`src/rtl/cc_fill_pkg.sv`:
```
// Shared widths, state encoding and response decoding for the cache line fill path.
package cc_fill_pkg;

   // Bit of RRESP that flags SLVERR/DECERR.
   localparam int unsigned RESP_ERR = 1;

   typedef enum logic [1:0] {
      IDLE  = 2'd0,
      FILL  = 2'd1,
      DRAIN = 2'd2
   } fill_state_e;

   function automatic int unsigned beats_f(input int unsigned data_w,
                                           input int unsigned line_bytes);
      return (line_bytes * 8) / data_w;
   endfunction

   function automatic int unsigned beat_w_f(input int unsigned data_w,
                                            input int unsigned line_bytes);
      return $clog2(beats_f(data_w, line_bytes));
   endfunction

   function automatic int unsigned off_w_f(input int unsigned line_bytes);
      return $clog2(line_bytes);
   endfunction

   function automatic int unsigned boff_w_f(input int unsigned data_w);
      return $clog2(data_w / 8);
   endfunction

   function automatic int unsigned tag_w_f(input int unsigned addr_w,
                                           input int unsigned index_w,
                                           input int unsigned line_bytes);
      return addr_w - index_w - off_w_f(line_bytes);
   endfunction

   // Pointer width, kept at least one bit so single-beat lines still have a legal index.
   function automatic int unsigned ptr_w_f(input int unsigned data_w,
                                           input int unsigned line_bytes);
      return (beats_f(data_w, line_bytes) > 1) ? beat_w_f(data_w, line_bytes) : 1;
   endfunction

endpackage

```
`src/rtl/cc_line_buffer.sv`:
```
// Beat-granular line assembly buffer with a merged flattened read port.
module cc_line_buffer #(
   parameter int unsigned DATA_W = 64,
   parameter int unsigned BEATS  = 8,
   parameter int unsigned PTR_W  = 3
) (
   input  logic                    clk,
   input  logic                    rst,
   input  logic                    clr,
   input  logic                    wr_en,
   input  logic [PTR_W-1:0]        wr_idx,
   input  logic [DATA_W-1:0]       wr_data,
   input  logic                    merge_en,
   input  logic                    merge_clr,
   input  logic [PTR_W-1:0]        merge_idx,
   input  logic [DATA_W-1:0]       merge_data,
   output logic [BEATS*DATA_W-1:0] rd_line
);

   logic [DATA_W-1:0] mem_q [BEATS];

   // Storage: clear drops stale beats of the previous line, the indexed write wins over it.
   always_ff @(posedge clk or posedge rst) begin
      if (rst) begin
         for (int k = 0; k < BEATS; k++) begin
            mem_q[k] <= '0;
         end
      end else begin
         for (int k = 0; k < BEATS; k++) begin
            if (wr_en && (wr_idx == PTR_W'(k))) begin
               mem_q[k] <= wr_data;
            end else if (clr) begin
               mem_q[k] <= '0;
            end
         end
      end
   end

   // Read port: the closing beat bypasses storage; merge_clr hides stored beats for a
   // line that closes on its first beat.
   always_comb begin
      rd_line = '0;
      for (int k = 0; k < BEATS; k++) begin
         if (merge_en && (merge_idx == PTR_W'(k))) begin
            rd_line[k*DATA_W +: DATA_W] = merge_data;
         end else if (!merge_clr) begin
            rd_line[k*DATA_W +: DATA_W] = mem_q[k];
         end
      end
   end

endmodule

```
`src/rtl/cc_fill_unit_wrap.sv`:
```
// Critical-word-first wrapping line fill: assembles R beats into one SRAM line write.
module cc_fill_unit_wrap
   import cc_fill_pkg::*;
#(
   parameter int unsigned DATA_W     = 64,
   parameter int unsigned LINE_BYTES = 64,
   parameter int unsigned ADDR_W     = 32,
   parameter int unsigned INDEX_W    = 9
) (
   input  logic                                        clk,
   input  logic                                        rst,
   input  logic [DATA_W-1:0]                           mem_rdata_i,
   input  logic [1:0]                                  mem_rresp_i,
   input  logic                                        mem_rlast_i,
   input  logic                                        mem_rvalid_i,
   input  logic                                        mem_rready_i,
   input  logic                                        miss_addr_fifo_empty_i,
   input  logic [ADDR_W-1:0]                           miss_addr_fifo_rdata_i,
   output logic                                        miss_addr_fifo_rden_o,
   output logic                                        wren_o,
   output logic [INDEX_W-1:0]                          waddr_o,
   output logic [tag_w_f(ADDR_W, INDEX_W, LINE_BYTES):0] wdata_tag_o,
   output logic [LINE_BYTES*8-1:0]                     wdata_data_o,
   output logic                                        crit_valid_o,
   output logic [DATA_W-1:0]                           crit_data_o,
   output logic                                        err_o
);

   localparam int unsigned BEATS  = beats_f(DATA_W, LINE_BYTES);
   localparam int unsigned OFF_W  = off_w_f(LINE_BYTES);
   localparam int unsigned BOFF_W = boff_w_f(DATA_W);
   localparam int unsigned TAG_W  = tag_w_f(ADDR_W, INDEX_W, LINE_BYTES);
   localparam int unsigned PTR_W  = ptr_w_f(DATA_W, LINE_BYTES);
   localparam int unsigned CNT_W  = $clog2(BEATS + 1);

   fill_state_e             state_q, state_d;
   logic [PTR_W-1:0]        ptr_q, ptr_d;
   logic [CNT_W-1:0]        cnt_q, cnt_d;
   logic [ADDR_W-1:0]       addr_q, addr_d;
   logic                    err_q, err_d;

   logic                    wren_q, crit_valid_q, err_pulse_q;
   logic [INDEX_W-1:0]      waddr_q;
   logic [TAG_W:0]          tag_q;
   logic [LINE_BYTES*8-1:0] data_q;
   logic [DATA_W-1:0]       crit_q;

   logic                    accept, resp_err, pop, buf_clr, buf_wr, close, fault;
   logic                    crit_load, drop_err, early_last, missing_last;
   logic [PTR_W-1:0]        buf_idx, ptr_first, ptr_next;
   logic [LINE_BYTES*8-1:0] line_rd;
   logic                    unused_resp;

   assign accept      = mem_rvalid_i & mem_rready_i;
   assign resp_err    = mem_rresp_i[RESP_ERR];
   assign unused_resp = ^mem_rresp_i;
   // Beat slot of the critical word; modulo keeps it in range for non-power-of-two lines.
   assign ptr_first   = PTR_W'((miss_addr_fifo_rdata_i % ADDR_W'(LINE_BYTES)) >> BOFF_W);
   assign ptr_next    = (ptr_q == PTR_W'(BEATS - 1)) ? '0 : ptr_q + PTR_W'(1);

   // Next-state, buffer control and line-close decision.
   always_comb begin
      state_d      = state_q;
      ptr_d        = ptr_q;
      cnt_d        = cnt_q;
      addr_d       = addr_q;
      err_d        = err_q;
      pop          = 1'b0;
      buf_clr      = 1'b0;
      buf_wr       = 1'b0;
      buf_idx      = ptr_q;
      close        = 1'b0;
      crit_load    = 1'b0;
      drop_err     = 1'b0;
      fault        = 1'b0;
      early_last   = 1'b0;
      missing_last = 1'b0;
      case (state_q)
         IDLE: begin
            if (accept) begin
               if (!miss_addr_fifo_empty_i) begin
                  pop       = 1'b1;
                  addr_d    = miss_addr_fifo_rdata_i;
                  ptr_d     = ptr_first;
                  cnt_d     = CNT_W'(1);
                  err_d     = resp_err;
                  buf_clr   = 1'b1;
                  buf_wr    = 1'b1;
                  buf_idx   = ptr_first;
                  crit_load = 1'b1;
                  close     = mem_rlast_i | (BEATS == 1);
                  state_d   = FILL;
               end else begin
                  // No miss to attribute the burst to: flag it and swallow the rest.
                  drop_err = 1'b1;
                  state_d  = mem_rlast_i ? IDLE : DRAIN;
               end
            end
         end
         FILL: begin
            if (accept) begin
               ptr_d   = ptr_next;
               cnt_d   = cnt_q + CNT_W'(1);
               err_d   = err_q | resp_err;
               buf_wr  = 1'b1;
               buf_idx = ptr_next;
               close   = mem_rlast_i | (cnt_d == CNT_W'(BEATS));
            end
         end
         DRAIN: begin
            if (accept && mem_rlast_i) begin
               state_d = IDLE;
            end
         end
         default: state_d = IDLE;
      endcase
      if (close) begin
         early_last   = mem_rlast_i & (cnt_d < CNT_W'(BEATS));
         missing_last = ~mem_rlast_i & (cnt_d == CNT_W'(BEATS));
         fault        = err_d | early_last | missing_last;
         state_d      = missing_last ? DRAIN : IDLE;
      end
   end

   cc_line_buffer #(
      .DATA_W (DATA_W),
      .BEATS  (BEATS),
      .PTR_W  (PTR_W)
   ) u_line_buffer (
      .clk        (clk),
      .rst        (rst),
      .clr        (buf_clr),
      .wr_en      (buf_wr),
      .wr_idx     (buf_idx),
      .wr_data    (mem_rdata_i),
      .merge_en   (close),
      .merge_clr  (buf_clr),
      .merge_idx  (buf_idx),
      .merge_data (mem_rdata_i),
      .rd_line    (line_rd)
   );

   // Fill-tracking state: FSM, wrap pointer, beat count, captured miss and sticky error.
   always_ff @(posedge clk or posedge rst) begin
      if (rst) begin
         state_q <= IDLE;
         ptr_q   <= '0;
         cnt_q   <= '0;
         addr_q  <= '0;
         err_q   <= 1'b0;
      end else begin
         state_q <= state_d;
         ptr_q   <= ptr_d;
         cnt_q   <= cnt_d;
         addr_q  <= addr_d;
         err_q   <= err_d;
      end
   end

   // Output registers, separate from the buffer so a new line can start during the write.
   always_ff @(posedge clk or posedge rst) begin
      if (rst) begin
         wren_q       <= 1'b0;
         crit_valid_q <= 1'b0;
         err_pulse_q  <= 1'b0;
         waddr_q      <= '0;
         tag_q        <= '0;
         data_q       <= '0;
         crit_q       <= '0;
      end else begin
         wren_q       <= close;
         crit_valid_q <= crit_load;
         err_pulse_q  <= (close & fault) | drop_err;
         if (crit_load) begin
            crit_q <= mem_rdata_i;
         end
         if (close) begin
            waddr_q <= addr_d[OFF_W +: INDEX_W];
            tag_q   <= {~fault, addr_d[ADDR_W-1 -: TAG_W]};
            data_q  <= line_rd;
         end
      end
   end

   assign miss_addr_fifo_rden_o = pop;
   assign wren_o                = wren_q;
   assign waddr_o               = waddr_q;
   assign wdata_tag_o           = tag_q;
   assign wdata_data_o          = data_q;
   assign crit_valid_o          = crit_valid_q;
   assign crit_data_o           = crit_q;
   assign err_o                 = err_pulse_q;

endmodule

```
`config.mk`:
```
export PLATFORM = sky130hd
export DESIGN_NAME = cc_fill_unit_wrap
export DESIGN_NICKNAME = d
export VERILOG_FILES = /design/src/rtl/cc_fill_pkg.sv /design/src/rtl/cc_line_buffer.sv /design/src/rtl/cc_fill_unit_wrap.sv
export SDC_FILE = /design/constraint.sdc
export NUM_CORES = 2
export LEC_CHECK = 0
export ABC_CLOCK_PERIOD_IN_PS = 21400
export BUFFER_PORTS_ARGS = -buffer_cell sky130_fd_sc_hd__buf_2
export CORE_ASPECT_RATIO = 0.75
export CORE_UTILIZATION = 30
export CTS_CLUSTER_SIZE = 20
export DETAILED_ROUTE_END_ITERATION = 10
export PLACE_DENSITY_LB_ADDON = 0.2
export SLEW_MARGIN = 25
export SYNTH_ARGS = -nofsm -noshare
export SYNTH_HDL_FRONTEND = slang
export SYNTH_HIERARCHICAL = 1
export SYNTH_SLANG_ARGS = --single-unit
```
`constraint.sdc`:
```
create_clock -name clk -period 21.4 [get_ports clk]
set_input_delay 4.28 -clock clk [delete_from_list [all_inputs] [get_ports clk]]
set_output_delay 4.28 -clock clk [all_outputs]
set_load 0.01 [all_outputs]
```
## After elaboration in Yosys (flattened, before gate mapping)

Index checks and enable logic that the tools add are counted.

- Output and inout port bits: 607
- Register bits after elaboration: 1160

- Mux-type cells: 60
- $lt $le $gt $ge: 1
- Reductions and logical operators: 21
- Bitwise operators: 12
- Add/sub/neg operators: 2
- Equal/unequal tests: 15

Operator list:

| kind | count |
|---|---|
| two-way mux 64 bit | 24 |
| two-way mux 32 bit | 3 |
| logical AND 1 bit | 17 |
| equality test 3 bit, second input constant | 5 |
| two-way mux 1 bit | 14 |
| two-way mux 2 bit | 6 |
| two-way mux 3 bit | 4 |
| two-way mux 4 bit | 3 |
| equality test 4 bit, second input constant | 2 |
| case mux 4 bit (2 select lines) | 1 |
| equality test 3 x 2 -> 1 bit, second input constant | 2 |
| != test 3 bit, second input constant | 2 |
| case mux 1 bit (2 select lines) | 3 |
| case mux 2 bit (3 select lines) | 1 |
| case mux 3 bit (2 select lines) | 1 |
| AND reduction 3 bit | 2 |
| OR 1 bit | 5 |
| adder 4 x 1 -> 4 bit, second input constant | 1 |
| AND 1 bit | 4 |
| < comparator 4 bit, second input constant | 1 |
| adder 3 x 1 -> 3 bit, second input constant | 1 |
| equality test 3 x 1 -> 1 bit, second input constant | 1 |
| zero test 3 bit | 1 |
| inverter 1 bit | 3 |
| 4 further kinds | 4 |

## Longest topological paths before layout

- Depth in word-level cells: 10
- Depth in mapped cells: 13
- Gate-level depth less buffers: 9

## Cells and area by module

Netlist, hierarchy kept.

By module, submodules not included:

| module | area an instance (um^2) | sequential area each (um^2) | cells an instance | times used |
|---|---|---|---|---|
| cc_line_buffer | 32391.1 | 12812.3 | 2801 | 1 |
| cc_fill_unit_wrap | 24467.2 | 16065.4 | 2553 | 1 |

## Least setup slack after synthesis

Ideal clock, no wire load.

- Path kind: input to output
- Start point: in mem_rvalid_i
- End point: out miss_addr_fifo_rden_o
- Data arrival time: 5.009 ns
- Path slack: 12.111 ns
- Path buffers: 2
- Required time: 17.120 ns
- Cell stages on the path: 4
- Cells stage by stage: nand3b_2 nor3_2 buf_2 buf_2

- Longest elaborated chain between the ends: 3

Ends and longest elaborated chain:

| what | line | RTL |
|---|---|---|
| from (decl) | cc_fill_unit_wrap.sv:15 | `input logic mem_rvalid_i,` |
| AND 1 bit | cc_fill_unit_wrap.sv:54 | `assign accept = mem_rvalid_i & mem_rready_i;` |
| two-way mux 1 bit | cc_fill_unit_wrap.sv:80 | `if (accept) begin` |
| two-way mux 1 bit | cc_fill_unit_wrap.sv:78 | `case (state_q)` |
| to (decl) | cc_fill_unit_wrap.sv:19 | `output logic miss_addr_fifo_rden_o,` |

Every way passes these cells.

## Worst setup path after layout

Same ends and word-level chain as after synthesis.

==> qor.yml <==
timing:
  slew_headroom_pct: 32.9
  slew_viol_final: 0
  rsz0062_at_grt: "false"
  fin_ws_ns: 11.32
  timing.hold.ws_ns: 0.467
  skew_ns: 0.0276
  fin_setup_tns_ns: 0
  final-setup-viol-count: 0
  min_period_over_period_pct: 47.1
  finalHoldViolCount: 0
  fmax_mhz: 99.2
  period_needed_ns: 10.08
  timing_worst_slew_pin_value_ns: 1.01
placed_design:
  dp_slack_ns: 10.94
  port_buffers: 706
  dp_hpwl_um: 108000
  globalplace.congestion: 0.762
worst_setup_path:
  cpPeakStageDelay_ns: 0.59
  path_buf_inv: 3
  cp-start-kind: "input pin"
  reg2reg_slack_ns: 14.89
  path_max_fanout: 56
  cp-endpoint: "miss_addr_fifo_rden_o"
  r2r_cells: 12
  path_class: "input pin to output pin"
  critPathCaptureType: "output pin"
  cp_common_cell: "buf_2"
  crit_chain: "buf_2, nand3b_2, nor3_4, buf_4, buf_2"
  cpMaxStageDelayCell: "buf_4"
  reg2reg_from: "state_q[1]"
  cp_top_family: "buffers and inverters"
  cp.arrival_ns: 5.80
  crit_start: "mem_rvalid_i"
  r2r_end: "wdata_data_o[152]"
  cp_num_cells: 5
  cp.required_ns: 17.12
logic_synthesis:
  ys_async_sr_fraction_pct: 100
  synth_cells: 5354
  synth_nets: 5461
  synth.yosys.seq_area_share_pct: 50.8
  synth-edff-count: 0
  syn_avg_cell_area_um2: 10.6
  synthFlopType: "dfrtp_1"
  yosys-top-cells-area: "dfrtp_1, mux2_2, nor2b_1"
  synth_area_um2: 56900
  ys_warn_count: 6
  synth.largest_area_cell: "dfrtp_1"
  ys_seq_elements: 1154
  yosys.cell_types.count: 45
  synth_top_cell_area_share_pct: 50.8
die:
  core_um2: 187000
  num_io_pins: 711
  fp.dieArea_um2: 191000
  die_h_um: 379
  initial_core_util_pct: 30.4
  die_width_um: 505
  num_rows: 137
clock_network:
  cts_resized: 0
  cts.sinks: 1154
  cts_tree: "built"
  clkTransAtPathRegs_ns: 0.05
  clockRootBuffer: "clkbuf_16"
  post-cts-setup-buffers: 0
  cts_buffers: 132
  ctsHtreeMaxLevel: 4
  clock_path_buffers: 3
  worst_skew_pair.late_latency_ns: 0.77
  postCtsHoldBufs: 0
drt:
  drtIter0Drc: 1908
  drcViolationCount: 0
  wl_um: 175000
  top_layer_used: "met4"
  route.met3.wl_um: 8120
  postRouteAntennaNets: 0
  via_count: 38800
  wl_per_cell_um: 20.6
  met1Wirelength_um: 82900
  firstDrtPassIters: 5
  vias_per_cell: 4.56
  wl_met2_um: 81700
power_and_ir_drop:
  p_clk_share_pct: 32.9
  switching_power_mw: 2.03
  leakagePower_nw: 37.0
  intPower_mw: 4.79
  power_density_nw_per_um2: 102
  switching_share_pct: 29.8
  comb_power_share_pct: 24.3
  seqPwrFrac_pct: 42.8
  ir_drop_v: 0.0000748
global_route:
  antenna_found_initial: 1
  grt_max_degree: 185
  grt_first_pass_wirelength_um: 263000
  grt_use_total_pct: 18.0
  first_global_vias: 38600
  overflow: 0
finish:
  drive_above_1_share_pct: 35.0
  finalNetCount: 6022
  multiInputGateArea_um2: 26200
  n_antenna_cell: 0
  nFillCells: 18800
  ff_latch_area_um2: 28900
  area_growth_pct: 17.2
run_status:
  status: "complete, no violations"
min_path:
  hp-class: "flip-flop to flip-flop"
flow_run:
  maxCapViolCount: 0
Yosys cell counts (all sizes together), types with 4 or more instances:
| master | number |
|---|---|
| nand4bb | 6 |
| inv | 8 |
| mux2 | 1114 |
| nor3 | 4 |
| nand2 | 1626 |
| buf | 223 |
| nand4b | 6 |
| nor2b | 1025 |
| nand3 | 4 |
| o21ai | 4 |
| clkbuf | 134 |
| dfrtp | 1154 |
| a21oi | 5 |
metal layers:
metal	global-route usage, %	up-vias
met3	3.99	160
met1	24.9	19600
met4	3.43	0
met2	28.9	590
li1	-	18400
met5	0	-
power groups by stage:
stage | Clock, mW | Sequential, mW | Combinational [mW]
3_5_place_dp | 0 | 2.96 | 1.68
6_report | 2.25 | 2.92 | 1.66
5_1_grt | 2.41 | 2.98 | 1.83
4_1_cts | 2.33 | 2.93 | 1.68
3_3_place_gp | 0 | 2.94 | 1.65
2_1_floorplan | 0 | 3.04 | 0.963
per-stage QoR:
stage | utilization [%] | area, µm² | power (mW) | cells
final | 35.6 | 66700 | 6.82 | 8519
after detailed placement | 33.4 | 62400 | 4.63 | 8281
after floorplan | - | 56900 | 4.00 | 5354
after global routing | 35.6 | 66700 | 7.22 | 8519
after global placement | 33.4 | 62400 | 4.60 | 8280
after CTS | 35.6 | 66600 | 6.94 | 8517
layout by cell type (no fill, tap or decap), types with 4 or more instances in the layout:
master / synthesis / routed
mux2_4: 120 / 120
nor2b_1: 1025 / 1025
clkbuf_1: 134 / 43
clkbuf_16: 0 / 135
buf_2: 142 / 706
buf_12: 0 / 4
nand4bb_4: 0 / 6
a21oi_1: 4 / 4
mux2_2: 994 / 994
inv_6: 0 / 10
clkinv_2: 0 / 13
dfrtp_1: 1154 / 1154
clkinvlp_4: 0 / 5
inv_1: 7 / 5
buf_4: 64 / 70
clkbuf_8: 0 / 25
nand3_1: 4 / 4
nand2_1: 1626 / 1626
nand4b_1: 6 / 6
state kept, by name, indices dropped and copies added (netlist names):
signal / count
addr_q: 26
cnt_q: 4
crit_data_o: 64
crit_valid_o: 1
err_o: 1
err_q: 1
ptr_q: 3
state_q: 2
u_line_buffer/mem_q: 512
waddr_o: 9
wdata_data_o: 512
wdata_tag_o: 18
wren_o: 1
tightest hold or removal path: stages, from the launching register on:
cell     delay, ns
dfrtp_1       0.34
nand2_1       0.05
nand2_1       0.05
worst min path at each step:
stage | start | to | slack, ns | cells after the start
after floorplan | addr_q[25] | addr_q[25] | 0.47 | 1
after global placement | wdata_data_o[107] | wdata_data_o[107] | 0.46 | 2
after detailed placement | wdata_data_o[143] | wdata_data_o[143] | 0.46 | 2
after CTS | wdata_data_o[478] | wdata_data_o[478] | 0.47 | 2
after global routing | wdata_data_o[74] | wdata_data_o[74] | 0.48 | 2
final | wdata_data_o[22] | wdata_data_o[22] | 0.47 | 2
cells by family (layout without fill, tap and decap cells):
kind of cell | Yosys count | in the layout | synth area share [%]
AOI/OAI and AO/OA | 28 | 28 | 0.374
adders and majority gates | 3 | 3 | 0.0660
buffers and inverters | 365 | 1028 | 3.37
DFF | 1154 | 1154 | 50.8
muxes | 1114 | 1114 | 22.9
and+or+nand+nor | 2690 | 2690 | 22.5
cell type report:
type	count	share of cell area (%)
Clock buffer	203	5.83
Inverter	8	0.0732
Clock inverter	33	0.488
Timing Repair Buffer	784	6.30
Multi-Input combinational cell	3835	39.3
Sequential cell	1154	43.3
Tap cell	2502	4.70
Note: power is estimated with default switching activity, not from simulation.
